`src/rtl/counter_stream_checker_sat_counter.sv`:
```
// Saturating up-counter with synchronous clear.
// When clear and increment coincide, the clear lands first and the result is 1.
module sat_counter #(
  parameter int W = 16
) (
  input  logic         clk,
  input  logic         rst,
  input  logic         inc,
  input  logic         clr,
  output logic [W-1:0] count
);

  logic [W-1:0] base;

  assign base = clr ? '0 : count;

  // NOTE: sequential state uses non-blocking assignments so every flop samples pre-edge values.
  always_ff @(posedge clk) begin
    if (rst) begin
      count <= '0;
    end else if (inc && (base != '1)) begin
      count <= base + W'(1);
    end else begin
      count <= base;
    end
  end

endmodule

```
`config.mk`:
```
export PLATFORM = sky130hd
export DESIGN_NAME = sat_counter
export DESIGN_NICKNAME = d
export VERILOG_FILES = /design/src/rtl/counter_stream_checker_sat_counter.sv
export SDC_FILE = /design/constraint.sdc
export NUM_CORES = 1
export LEC_CHECK = 0
export CORE_AREA = 2 2 47 49
export CTS_CLUSTER_SIZE = 40
export DETAILED_ROUTE_END_ITERATION = 10
export DIE_AREA = 0 0 49 51
export GPL_TIMING_DRIVEN = 0
export PLACE_DENSITY = 0.72
export SYNTH_ARGS = -nofsm -noshare
export SYNTH_HDL_FRONTEND = slang
export SYNTH_SLANG_ARGS = --single-unit
```
`constraint.sdc`:
```
create_clock -name clk -period 2.6 [get_ports clk]
set_input_delay 0.65 -clock clk [delete_from_list [all_inputs] [get_ports clk]]
set_output_delay 0.65 -clock clk [all_outputs]
set_load 0.005 [all_outputs]
```
==> summary.txt <==
Run status
  • Status: finished clean

Worst setup path
  • Crit path arrival time: between 2000 and 3000 ps
  • Critical path peak fanout: 10
  • Critical Path Source Type: input port
  • CP required: ~2800 ps
  • Crit end category: flip-flop
  • Setup Crit Path Kind: input port to flip-flop

Synthesis
  • Cell taking the most area after synthesis: dfxtp_1
  • Post-Synth XOR/XNOR Area: 0
  • Area share of the largest cell type after synthesis: 0.372
  • Post-synthesis compound-gate area fraction: 0.145
  • Mean post-synth cell area: roughly 8.4 sq um
  • Synth cell count leaders: 16 x dfxtp_1, 9 x nor3_1, 8 x a21oi_1
  • Yosys warnings: 0
  • Syn_nets: about 110
  • Post-synth EDFFs: 0
  • Post-Synthesis Cells: between 100 and 150
  • Main area contributors after synthesis: dfxtp_1 37%, nor3_1 5.2%, a21oi_1 4.6%, o21ai_0 4.1%, nor2_1 3.0%
  • Count leader, synth: dfxtp_1
  • Adder-cell area share of the yosys netlist: 0
  • Total of flip-flops plus latches after synthesis: 16
  • Register area share after synthesis: 0.372
  • Main combinational cell family by area after synthesis: simple AND/OR/NAND/NOR gates
  • Post-synth ARST share: 0
  • Mux share of post-synthesis cell area: 0.0247
  • Post-synthesis simple-gate area fraction: 0.419
  • Count of cell types in the netlist: 32
  • Netlist Area Pre-Place: 862 sq um
  • Most used DFF post-synth: dfxtp_1

Placement
  • Pre-CTS setup slack: -75.9 ps
  • Gp weighted congestion: about 0.76
  • Placed insts: ~150
  • PortBufs: 18
  • HPWL after detailed placement: 1.45 mm

Clock network
  • Clk buf depth: 2
  • CTS sink cnt: 16
  • TritonCTS clock tree: done
  • Reg clk slew, reported paths: about 100 ps
  • Post-CTS sizing: 0
  • CTS Hold Bufs: 0
  • Clk root buf: clkbuf_4
  • H-tree depth: 1
  • Num CTS Buffers: 3
  • Clk Latency, worst-skew pair: ~290 ps
  • Setup bufs post-CTS: 0

GRT
  • Largest net degree at the start of global routing: 11
  • Global-route wire length before repair: roughly 3.3 mm
  • Vias in the first global route: 750
  • Antenna violations before repair: 0
  • Grt total ovfl: 0
  • GRT Util Overall: 0.174

STA
  • Final worst path period share: 0.916
  • Worst Tran Pin Value: 492 ps
  • Max Fclk: around 420 MHz
  • Min Tclk post-route: about 2400 ps
  • Final Hold Fails: 0
  • Setup_tns: 0 ps
  • Max-slew violations: 0
  • Hold slack: about 520 ps
  • Slew headroom: 0.669
  • Worst setup margin: between 200 and 250 ps
  • Setup violators final: 0
  • RSZ-0062 raised after global routing: false
  • Clock skew: 8.98 ps

Layout
  • Largest register FFs: 16
  • Layout net count: between 100 and 150
  • Share of cells above drive strength 1: 0.0880
  • Layout area overhead: 29.2%
  • FILL cells: between 200 and 250
  • Final Util: 0.540
  • Multi-input combinational cell area: between 500 and 600 sq um
  • Fin cells: between 150 and 200
  • Largest registers: count: 16 flops
  • Most flops, register: count
  • Register area: 320 sq um
  • # diodes: 0

Power and ir drop
  • Leakage: around 0.38 nW
  • Power density over the cells: 397 nW/um^2
  • VDD IR-drop max: about 0.30 mV

Routing
  • Iteration-0 DRC Markers: 31
  • Drt drc: 0
  • Remaining antenna violation count: 0
  • Vias: around 860
  • Router iterations before antenna repair: 4
  • Drt wl/cell: 13.1 microns
  • Vias/cell: 5.64
  • Routed Wire Length: ~2.0 mm

Floorplan
  • Die width: a little under 50 microns
  • Initial core utilization: 0.418
  • Area of the die: ~2500 sq um
  • Chip height: 51 microns
  • # rows: 17
  • Io pins: 20
  • Core area: around 2100 sq um

Flow run
  • Max cap viols: 0

Worst hold path
  • Hold Crit Class: flip-flop to flip-flop
## critical path, stage by stage
cell             delay (ps)
clkdlybuf4s50_1         460
buf_6                   170
nand4b_1                250
or3_1                   430
nor3_1                  250
mux2_2                  360
## layout by cell type (no fill, tap or decap), types with 2 or more instances in the layout
cell / synthesis / layout
a211oi_1: 3 / 3
o21ai_0: 7 / 7
or3_1: 4 / 4
clkdlybuf4s50_1: 0 / 18
and3_1: 3 / 3
nand2_1: 6 / 6
nor3_1: 9 / 9
dfxtp_1: 16 / 16
nand4b_1: 3 / 3
nor2b_1: 2 / 2
nor2_1: 7 / 7
nand2b_1: 3 / 3
inv_1: 5 / 5
nand4_1: 2 / 2
nand3_1: 3 / 3
and2b_1: 2 / 2
clkbuf_4: 0 / 3
a21oi_1: 8 / 8
a31oi_1: 2 / 2
nor4_1: 4 / 4
## layer usage
metal	routed length, microns	up-vias	GRT usage
met5	0	-	0
met4	31	0	0.100
met3	106	4	0.0175
met2	924	28	0.272
met1	944	404	0.234
li1	-	427	-
## power breakdown
part / total [W] / switching (W) / internal, W
clock: 0.000169 / 0.0000833 / 0.0000854
combinational: 0.0000241 / 0.0000128 / 0.0000113
sequential: 0.000249 / 0.00000240 / 0.000246
total: 0.000442 / 0.0000985 / 0.000343
## per-stage QoR
step	total power (W)	area, sq um
floorplan	0.000267	862
global placement	0.000278	1080
detailed placement	0.000278	1080
CTS	0.000445	1110
global route	0.000458	1110
finish	0.000442	1110
## kinds of logic after synthesis
| kind of cell | Yosys count |
|---|---|
| buf+inv | 7 |
| flops | 16 |
| simple gates | 56 |
| mux | 2 |
| compound gates | 22 |
## final cells by class
cell class	instances	share of cell area
Multi-Input combinational cell	80	0.456
Inverter	5	0.0169
Sequential cell	16	0.288
Buffer	2	0.0135
Timing Repair Buffer	18	0.162
Tap cell	28	0.0315
Clock buffer	4	0.0326
## path summary, 6_finish.rpt
kind	slack [ps]	depth (start not counted)	startpoint	to
min reg2reg	520	2	count[3]$_SDFF_PP0_	count[3]$_SDFF_PP0_
max reg2reg	790	4	count[6]$_SDFF_PP0_	count[9]$_SDFF_PP0_
max	220	6	clr	count[9]$_SDFF_PP0_
min	520	2	count[3]$_SDFF_PP0_	count[3]$_SDFF_PP0_
(Power assumes the default switching activity.)
